===== src/rtl/instruction_fetch_queue_pkg.sv =====
// Shared definitions for the fetch->decode queue: word widths, the idle
// instruction and the packed {instr, next_pc} entry layout.
package instruction_fetch_queue_pkg;

   localparam int unsigned INSTR_W = 32;
   localparam int unsigned PC_W    = 32;

   localparam logic [INSTR_W-1:0] NOP_WORD = 32'h0000_0000;

   typedef struct packed {
      logic [INSTR_W-1:0] instr;
      logic [PC_W-1:0]    next_pc;
   } fq_entry_t;

endpackage


===== src/rtl/instruction_fetch_queue_if.sv =====
// Fetch/decode-side signal bundle of the instruction fetch queue; the queue
// itself connects through the slave modport.
interface instruction_fetch_queue_if
   import instruction_fetch_queue_pkg::*;
   #(parameter int unsigned PTR_W = 2);

   logic [INSTR_W-1:0] iInstruction;
   logic [PC_W-1:0]    iNextPC;
   logic               iMemReady;
   logic               iFlush;
   logic               iDecodeStall;
   logic [INSTR_W-1:0] oInstruction;
   logic [PC_W-1:0]    oNextPC;
   logic               oValid;
   logic               oFetchStall;
   logic [PTR_W:0]     oCount;

   modport master (
      output iInstruction, iNextPC, iMemReady, iFlush, iDecodeStall,
      input  oInstruction, oNextPC, oValid, oFetchStall, oCount
   );

   modport slave (
      input  iInstruction, iNextPC, iMemReady, iFlush, iDecodeStall,
      output oInstruction, oNextPC, oValid, oFetchStall, oCount
   );

endinterface


===== src/rtl/instruction_fetch_queue_mem.sv =====
// DEPTH x entry register array: one synchronous write port, one asynchronous
// read port. Contents are not reset.
module instruction_fetch_queue_mem
   import instruction_fetch_queue_pkg::*;
   #(
      parameter int unsigned DEPTH = 4,
      parameter int unsigned PTR_W = $clog2(DEPTH)
   )
   (
      input  logic             clk,
      input  logic             we,
      input  logic [PTR_W-1:0] waddr,
      input  fq_entry_t        wdata,
      input  logic [PTR_W-1:0] raddr,
      output fq_entry_t        rdata
   );

   fq_entry_t mem [DEPTH];

   always_ff @(posedge clk) begin
      if (we) begin
         mem[waddr] <= wdata;
      end
   end

   assign rdata = mem[raddr];

endmodule


===== src/rtl/instruction_fetch_queue.sv =====
// FIFO between fetch and decode: captures {instruction, nextPC} while memory is
// ready, presents the oldest entry, back-pressures fetch when full.
module instruction_fetch_queue
   import instruction_fetch_queue_pkg::*;
   #(
      parameter int unsigned        DEPTH    = 4,
      parameter int unsigned        PTR_W    = $clog2(DEPTH),
      parameter logic [INSTR_W-1:0] NOP_WORD = instruction_fetch_queue_pkg::NOP_WORD
   )
   (
      input logic                       iClk,
      input logic                       iReset,
      instruction_fetch_queue_if.slave  q
   );

   localparam logic [PTR_W:0]   FULL_COUNT = (PTR_W+1)'(DEPTH);
   localparam logic [PTR_W:0]   COUNT_ONE  = (PTR_W+1)'(1);
   localparam logic [PTR_W-1:0] PTR_ONE    = PTR_W'(1);

   logic [PTR_W-1:0] wptr;
   logic [PTR_W-1:0] rptr;
   logic [PTR_W:0]   count;
   logic             full;
   logic             empty;
   logic             push;
   logic             pop;
   fq_entry_t        wr_entry;
   fq_entry_t        head;

   assign full  = (count == FULL_COUNT);
   assign empty = (count == '0);
   // Full blocks push even when a pop happens in the same cycle; fetch re-presents.
   assign push  = q.iMemReady & ~full & ~q.iFlush;
   assign pop   = ~empty & ~q.iDecodeStall & ~q.iFlush;

   assign wr_entry.instr   = q.iInstruction;
   assign wr_entry.next_pc = q.iNextPC;

   instruction_fetch_queue_mem #(
      .DEPTH (DEPTH),
      .PTR_W (PTR_W)
   ) u_mem (
      .clk   (iClk),
      .we    (push & ~iReset),
      .waddr (wptr),
      .wdata (wr_entry),
      .raddr (rptr),
      .rdata (head)
   );

   always_ff @(posedge iClk) begin
      if (iReset || q.iFlush) begin
         wptr  <= '0;
         rptr  <= '0;
         count <= '0;
      end else begin
         if (push) begin
            wptr <= wptr + PTR_ONE;
         end
         if (pop) begin
            rptr <= rptr + PTR_ONE;
         end
         case ({push, pop})
            2'b10:   count <= count + COUNT_ONE;
            2'b01:   count <= count - COUNT_ONE;
            default: count <= count;
         endcase
      end
   end

   assign q.oValid       = ~empty;
   assign q.oInstruction = empty ? NOP_WORD : head.instr;
   assign q.oNextPC      = empty ? '0 : head.next_pc;
   assign q.oFetchStall  = full;
   assign q.oCount       = count;

endmodule


===== src/flat_wrapper.sv =====
// flat-port wrapper written by rule: the top's interface ports become plain ports
module instruction_fetch_queue_flat import instruction_fetch_queue_pkg::*;
#(
      parameter int unsigned        DEPTH    = 4,
      parameter int unsigned        PTR_W    = $clog2(DEPTH),
      parameter logic [INSTR_W-1:0] NOP_WORD = instruction_fetch_queue_pkg::NOP_WORD
   )
  (iClk, iReset, q_iInstruction, q_iNextPC, q_iMemReady, q_iFlush, q_iDecodeStall, q_oInstruction, q_oNextPC, q_oValid, q_oFetchStall, q_oCount);
  instruction_fetch_queue_if #(.PTR_W(PTR_W)) q_i ();
  input logic iClk;
  input logic iReset;
  input wire logic [$bits(q_i.iInstruction)-1:0] q_iInstruction;
  input wire logic [$bits(q_i.iNextPC)-1:0] q_iNextPC;
  input wire logic [$bits(q_i.iMemReady)-1:0] q_iMemReady;
  input wire logic [$bits(q_i.iFlush)-1:0] q_iFlush;
  input wire logic [$bits(q_i.iDecodeStall)-1:0] q_iDecodeStall;
  output wire logic [$bits(q_i.oInstruction)-1:0] q_oInstruction;
  output wire logic [$bits(q_i.oNextPC)-1:0] q_oNextPC;
  output wire logic [$bits(q_i.oValid)-1:0] q_oValid;
  output wire logic [$bits(q_i.oFetchStall)-1:0] q_oFetchStall;
  output wire logic [$bits(q_i.oCount)-1:0] q_oCount;
  assign q_i.iInstruction = q_iInstruction;
  assign q_i.iNextPC = q_iNextPC;
  assign q_i.iMemReady = q_iMemReady;
  assign q_i.iFlush = q_iFlush;
  assign q_i.iDecodeStall = q_iDecodeStall;
  assign q_oInstruction = q_i.oInstruction;
  assign q_oNextPC = q_i.oNextPC;
  assign q_oValid = q_i.oValid;
  assign q_oFetchStall = q_i.oFetchStall;
  assign q_oCount = q_i.oCount;
  instruction_fetch_queue #(.DEPTH(DEPTH), .PTR_W(PTR_W), .NOP_WORD(NOP_WORD)) u_core (.iClk(iClk), .iReset(iReset), .q(q_i));
endmodule

===== config.mk =====
export PLATFORM = sky130hd
export DESIGN_NAME = instruction_fetch_queue_flat
export DESIGN_NICKNAME = d
export VERILOG_FILES = /design/src/rtl/instruction_fetch_queue_pkg.sv /design/src/rtl/instruction_fetch_queue_if.sv /design/src/rtl/instruction_fetch_queue_mem.sv /design/src/rtl/instruction_fetch_queue.sv /design/src/flat_wrapper.sv
export SDC_FILE = /design/constraint.sdc
export NUM_CORES = 1
export LEC_CHECK = 0
export CORE_ASPECT_RATIO = 0.7
export CORE_MARGIN = 2
export CORE_UTILIZATION = 35
export CTS_CLUSTER_SIZE = 8
export DETAILED_ROUTE_END_ITERATION = 10
export GPL_TIMING_DRIVEN = 0
export PLACE_DENSITY = 0.57
export SLEW_MARGIN = 40
export SYNTH_ARGS = -nofsm -noshare
export SYNTH_HDL_FRONTEND = slang
export SYNTH_SLANG_ARGS = --single-unit

===== constraint.sdc =====
create_clock -name iClk -period 6.8 [get_ports iClk]
set_clock_uncertainty 0.05 [all_clocks]
set_input_delay 1.02 -clock iClk [delete_from_list [all_inputs] [get_ports iClk]]
set_output_delay 1.02 -clock iClk [all_outputs]
set_load 0.01 [all_outputs]

; ---- After elaboration in Yosys (flattened, before gate mapping)
; Memory sizes are Yosys's and may differ from the RTL's. A register that Yosys moved wholly into a read port is not among the register bits.
; Cells that the tools add are included.
[word_totals]
ff_bits = 7
mem_bits_rw = 256
in_bits = 69
word_cells = 31
n_memories = 1
[classes]
n_addsub = 4
eq_ne = 3
muxes = 7
n_bitwise = 10
n_reduce_logical = 3
[memory_table]
columns = name, words, word_bits, rd, rd_ports_with_merged_regs, write_ports, line
row1 = u_core.u_mem.mem, 4, 64, 1, 1, 1, instruction_fetch_queue_mem.sv:18  ; fq_entry_t mem [DEPTH];
[op_table]
columns = op, n
row1 = $mux W32, 2
row2 = $pmux W3 S2, 1
row3 = $and A1 B1 Y1, 5
row4 = $not A1 Y1, 5
row5 = $add A2 B1 Y2 const B, 2
row6 = $mux W2, 2
row7 = $add A3 B1 Y3 const B, 1
row8 = $eq A3 B3 Y1 const B, 1
row9 = $logic_not A3 Y1, 1
row10 = $sub A3 B1 Y3 const B, 1
row11 = $eq A2 B1 Y1 const B, 1
row12 = $eq A2 B2 Y1 const B, 1
row13 = $mux W1, 2
row14 = $reduce_bool A2 Y1, 1
row15 = $logic_or A1 B1 Y1, 1

; ---- Depth between registers and ports, before layout
[logic_depth]
depth_word = 7
ltp_mapped = 9
depth_no_buf = 8

; ---- Modules after synthesis
; Synthesis repeated with hierarchy kept, for this count alone.
[hier_totals]
cells_unflattened = 454
area_unflattened_um2 = 10193.5
[modules_own_cells]
columns = mod, instances, cells_each, area_per_inst_um2, seq_area_each_um2
row1 = instruction_fetch_queue_mem, 1, 338, 9341.5, 7687.4
row2 = instruction_fetch_queue, 1, 116, 852.1, 140.1

; ---- Worst setup path after synthesis
; No wires, ideal clock.
[synth_path]
path_kind = in2reg
from = input q_iFlush
to = memory u_core.u_mem.mem[1][0] (netlist name) (enable)
setup_time_ns = 0.475
arrival_time_ns = 4.093
t_required_ns = 6.275
path_slack_ns = 2.182
stages = 3
cell_sequence = or3b_1 > buf_2 > nor3b_2
[synth_via]
elab_chain_len = 5
[synth_lines]
columns = element, line
row1 = "start, declared", flat_wrapper.sv:15  ; input wire logic [$bits(q_i.iFlush)-1:0] q_iFlush;
row2 = $not A1 Y1, instruction_fetch_queue.sv:33  ; assign push = q.iMemReady & ~full & ~q.iFlush;
row3 = $and A1 B1 Y1, instruction_fetch_queue.sv:33
row4 = $and A1 B1 Y1, instruction_fetch_queue.sv:44  ; .we (push & ~iReset),
row5 = $mux W1, instruction_fetch_queue_mem.sv:21  ; if (we) begin
row6 = $mux W1 (implied by the code), instruction_fetch_queue_mem.sv:22  ; mem[waddr] <= wdata;
row7 = "end, declared", instruction_fetch_queue_mem.sv:18
; No other way between the ends.

; ---- Worst setup path in the final report
[layout_path]
from = register u_core.count[0], in the netlist u_core.q.oCount[0]
to = output q_oNextPC[0]
[layout_via]
elab_chain_len = 2
[layout_lines]
columns = element, line
row1 = "start, declared", instruction_fetch_queue.sv:22  ; logic [PTR_W:0] count;
row2 = "start signal, assigned", instruction_fetch_queue.sv:64  ; 2'b10: count <= count + COUNT_ONE;
row3 = "start signal, assigned", instruction_fetch_queue.sv:65  ; 2'b01: count <= count - COUNT_ONE;
row4 = "start signal, assigned", instruction_fetch_queue.sv:66  ; default: count <= count;
row5 = $logic_not A3 Y1, instruction_fetch_queue.sv:31  ; assign empty = (count == '0);
row6 = $mux W32, instruction_fetch_queue.sv:73  ; assign q.oNextPC = empty ? '0 : head.next_pc;
row7 = "end, declared", flat_wrapper.sv:18  ; output wire logic [$bits(q_i.oNextPC)-1:0] q_oNextPC;
; No other way between the ends.

==> run metrics <==
final setup fails 0; cell taking the most area after synthesis edfxtp_1; most common cell in the netlist edfxtp_1; Critical R2R Launch u_core.q.oCount[0]; vias per cell 4.76; antenna-violating nets left 0; CTS tree built; Arrival @ worst endpoint 2.90 ns; VDD IR max 0.175 mV; WHS 0.445 ns; top fanout value on the critical path 10; Synth area leaders edfxtp_1, mux4_2, and2_1; worst hold stages 2; number of setup buffers added after CTS 0; Worst setup SP type register; Clock transition at path regs 0.05 ns; htree depth 2; Post-synth EDFFs 256; FF/Latch Area 7870 µm²; DRC violations left 0; PD cells 270 nW/µm²; top_reg_cell synth edfxtp_1; die width 208 µm; Placer Congestion 0.708; drt first pass iters 4; total grt overflow 0; first-pass GRT wire length 32900 µm; final core utilization 46.8%; Cell variety after synth 27; Final Cycle Share 58.4%; critical path endpoint category primary output; core area 28800 µm²; RR Endpoint u_core.u_mem.mem[2][24]; Final Critical Period 3.97 ns; Seq/Total Area, Yosys 76.9%; Synth Net Count 536; vias in the first global route 5613; iteration-0 DRC count of the detailed router 206; WL/cell 20.2 µm; pin count of the biggest net entering global routing 11; port bufs 137; RSZ-0062 raised after global routing false; Gates resized, CTS repair 0; top-area cell type share of the netlist area 75.1%; Synth top cells by count edfxtp_1, and2_1, mux4_2; outcome completed; Hold Startpoint u_core.rptr[1]; fin nets 745; Inserted Diodes 0; initial antenna violation count 0; WP data required 5.73 ns; Clock Root Buffer clkbuf_16; HP Class reg -> reg; I/O pins 138; Slew HR 58.0%; Clock Sinks 265; Pleak 4.34 nW; final count of hold timing violations 0; Detailed Place HPWL 14600 µm; synth warn 0; filler cell count 2439; Area growth syn-to-layout 31.9%; placed cell areas 12400 µm²; DR vias 5043; post-route cell area 13500 µm²; Slew @ Worst Pin 0.631 ns; Worst-Skew Late Latency 0.52 ns; Bufs on Longest Clock Path 3; multi-input logic area 2170 µm²; std cell rows 52; die area 30700 µm²; max cap viols 0; Pins Over Slew Limit 0; Yosys reg bits 265; class of the most critical setup path reg -> out; Synth Instances 461; # hold bufs at CTS 0; Tot GR Track Use 14.3%; r2r worst-path depth 7; Syn Area/Cell 22.2 µm²; Synth async-reset ratio 0%; Cell Area, Synth 10200 µm²; share of cells above drive strength 1 23.5%; r2r setup slk 4.17 ns; drt total wl 21400 µm; Peak Freq 252 MHz; Vert. Die Dim 147 µm; TritonCTS buffer count 39; initial core utilization 35.5%
[cells in the final DEF, fill, tap and decap left out, types with 5 or more instances in the layout]
cell type / instances
buf_4: 11
inv_1: 5
mux4_2: 64
buf_12: 6
buf_2: 7
buf_8: 6
and2_1: 64
buf_6: 15
dfxtp_1: 9
edfxtp_1: 256
a21oi_1: 5
clkbuf_1: 16
clkdlybuf4s50_1: 137
ha_1: 5
clkbuf_16: 40
[flip-flops by register name (all words and copies together), names as in the netlist, named ones only]
name,count
u_core.q.oCount,3
u_core.wptr,2
u_core.u_mem.mem,256
u_core.rptr,2
[critical path, cell delays in order (launching register included)]
cell and delay [ns]:
dfxtp_1 0.43, nor3_2 0.12, inv_2 0.06, clkbuf_1 0.48
clkbuf_1 0.47, and2_1 0.25, clkdlybuf4s50_1 0.54
[area by class of cell]
cell class,instances,share of cell area [%]
Sequential cell,265,58.3
Multi-Input combinational cell,167,16.1
Timing Repair Buffer,168,12.6
Clock buffer,48,7.64
Tap cell,378,3.50
Buffer,23,1.49
Clock inverter,4,0.269
Inverter,6,0.167
[cell families (layout without fill, tap and decap cells)]
kind of cell / Yosys count / count (layout) / synth area share [%]
flops: 265 / 265 / 76.9
fa+ha+maj: 6 / 6 / 0.807
simple gates: 85 / 85 / 5.30
xor+xnor: 2 / 2 / 0.171
mux: 66 / 66 / 14.3
buf+inv: 29 / 249 / 2.19
compound gates: 8 / 8 / 0.391
[worst max-delay path by stage]
stage	from	to	slack (ns)
after floorplan	q_iFlush	u_core.u_mem.mem[1][0]	2.18
after global placement	q_iFlush	u_core.u_mem.mem[2][24]	-0.72
after detailed placement	q_iFlush	u_core.u_mem.mem[2][24]	3.16
after CTS	u_core.q.oCount[0]	q_oNextPC[0]	2.67
after global routing	u_core.q.oCount[1]	q_oNextPC[0]	2.57
final	u_core.q.oCount[0]	q_oNextPC[0]	2.83
[per-layer routing]
layer | track usage, % | part of all wire (%)
met3 | 4.13 | 6.0
met4 | 3.88 | 1.4
met5 | 0 | 0
met2 | 23.6 | 48
met1 | 18.7 | 44
[stage by stage]
stage / TNS (ns) / worst slack, ns / power (mW) / instances
after global routing: 0 / 2.57 / 3.78 / 1059
after CTS: 0 / 2.67 / 3.70 / 1059
after detailed placement: 0 / 3.16 / 2.00 / 1007
after floorplan: 0 / 2.18 / 1.90 / 461
after global placement: -169.21 / -0.722 / 1.99 / 976
final: 0 / 2.83 / 3.65 / 1059
[report_power, final]
part           switching, mW  internal [mW]
combinational         0.0665         0.0855
sequential           0.00383           1.81
clock                  0.629           1.05
(Power assumes the default switching activity.)
==> variant (same settings) <==
Set the package constant `INSTR_W` to 64 (it was 32).
--- a/src/rtl/instruction_fetch_queue_pkg.sv
+++ b/src/rtl/instruction_fetch_queue_pkg.sv
@@ -3,5 +3,5 @@
 package instruction_fetch_queue_pkg;
 
-   localparam int unsigned INSTR_W = 32;
+   localparam int unsigned INSTR_W = 64;
    localparam int unsigned PC_W    = 32;
 
Interface: changed (resized q_iInstruction and q_oInstruction); port bits go from 138 to 202. No check against the original RTL was run, so the function may have changed too.
==> variant against the original RTL <==
Wire length increased by 50%; worst setup slack got worse by 0.89 ns; cell area is 46% higher; global-route usage up 0.24 points; first-iteration DRC count increased by 140%; area after synthesis is 46% higher; sequential cell count rose by 128; total power up 46%; clock power grew 44%; sequential power rose by 49%.
==> variant: results (changes against the original RTL) <==
stage,metric,value,unit,change
clock_network,cts_buffers,55,,was 39
yosys,synth_top_cells_by_area,"edfxtp_1 (77%), mux4_2 (14%), and2_1 (4.0%)",,"was edfxtp_1 (75%), mux4_2 (14%), and2_1 (3.9%)"
drt,vias_per_cell,4.80,,was 4.76
setup_path,cp_slowest_cell,nor3b_2,,was clkdlybuf4s50_1
drt,routed-via-count,7504,,was 5043
place,globalplace.congestion,0.672,,was 0.708
setup_path,cp.arrival,5.07,ns,was 2.90 ns
grt,antenna_found_initial,3,,was 0
pwr,peakVddDrop,0.190,mV,was 0.175 mV
finish,largest_reg_flops,384,,was 256
place,placed_cell_area,18200,um^2,was 12400 um^2
grt,gr-usage-all-layers,14.6,%,was 14.3%
yosys,synthTopCellsByCount,"edfxtp_1 (384), and2_1 (96), mux4_2 (96), clkbuf_1 (16), buf_2 (12)",,"was edfxtp_1 (256), and2_1 (64), mux4_2 (64), dfxtp_1 (9), clkbuf_1 (8)"
yosys,synth_edf_count,384,,was 256
place,dp_cells,1492,,was 1007
grt,grt_pass1_vias,8131,,was 5613
drt,drt_iter0_markers,494,,was 206
place,dpl.hpwl,22400,um,was 14600 um
grt,grt_max_degree,14,,was 11
finish,final_layout_size_suffix_gt1_share,25.0,%,was 23.5%
place,port_buffers,201,,was 137
pwr,power_density,271,nW/um^2,was 270 nW/um^2
setup_path,cp_max_fo,7,,was 10
clock_network,insertion_delay,0.56,ns,was 0.52 ns
yosys,seq_area_frac_synth,78.2,%,was 76.9%
drt,firstDrtPassIters,6,,was 4
run_status,status,finished clean,,unchanged
grt,grt_pass1_wl,49100,um,was 32900 um
[variant: cell types whose count changed in the layout (fill, tap and decap cells not counted), moves of 17 or more]
cell and delta:
and2_1 +32, buf_2 +37, buf_4 +32, clkbuf_16 +17, clkdlybuf4s50_1 +64, edfxtp_1 +128, mux4_2 +32
[variant: report_power, final]
part | switching (mW) | internal, mW | leakage (nW) | total, mW
combinational | 0.0955 | 0.122 | 2.14 | 0.218
sequential | 0.00536 | 2.69 | 3.54 | 2.69
clock | 0.914 | 1.51 | 0.731 | 2.42
total | 1.01 | 4.32 | 6.42 | 5.34
[variant: kinds of logic (layout without fill, tap and decap cells)]
| kind of cell | Yosys count | in the layout | share of synthesized area, % |
|---|---|---|---|
| AO/OA/AOI/OAI | 8 | 8 | 0.267 |
| adder cells (fa/ha/maj) | 6 | 6 | 0.551 |
| flip-flops | 393 | 393 | 78.2 |
| AND/OR/NAND/NOR | 117 | 117 | 4.83 |
| buffers and inverters | 40 | 386 | 1.46 |
| multiplexers | 98 | 98 | 14.6 |
| XOR/XNOR | 2 | 2 | 0.117 |
[variant: final timing paths]
check / start / end / slack [ns]
worst max register to register: u_core.q.oCount[0]$_SDFFE_PP0P_ / u_core.u_mem.mem[1][90]$_DFFE_PP_ / 2.38
worst min register to register: u_core.rptr[1]$_SDFFE_PP0N_ / flop / 0.44
worst max-delay path: q_iFlush / u_core.u_mem.mem[1][90]$_DFFE_PP_ / 1.94
worst min-delay path: u_core.rptr[1]$_SDFFE_PP0N_ / flop / 0.44
[variant: per-layer routing]
metal | vias to the layer above | track usage [%] | wire length, um
li1 | 3357 | - | -
met1 | 3896 | 20.0 | 14400
met2 | 194 | 23.2 | 15300
met3 | 51 | 3.99 | 1900
met4 | 6 | 3.55 | 498
met5 | - | 0 | 37
[variant: final cells by class]
class | instances | area (um^2)
multi-input cells | 231 | 3070
inverters | 6 | 22.5
fillers | 3602 | 22600
flip-flops and latches | 393 | 11700
clock inverters | 2 | 33.8
plain buffers | 34 | 196
repair buffers | 276 | 2490
clock buffers | 68 | 1470
well taps | 552 | 691
[variant: through the flow]
stage / hold slack, ns / setup TNS [ns]
4_1_cts: 0.451 / 0
5_1_grt: 0.503 / 0
2_1_floorplan: 0.409 / -945.98
6_report: 0.443 / 0
3_3_place_gp: 0.428 / -3542.82
3_5_place_dp: 0.445 / 0
[variant: worst max-delay path: cells and delay by family]
kind	cells	cell delay, ns
and+or+nand+nor	2	0.87
buffers and inverters	15	3.14
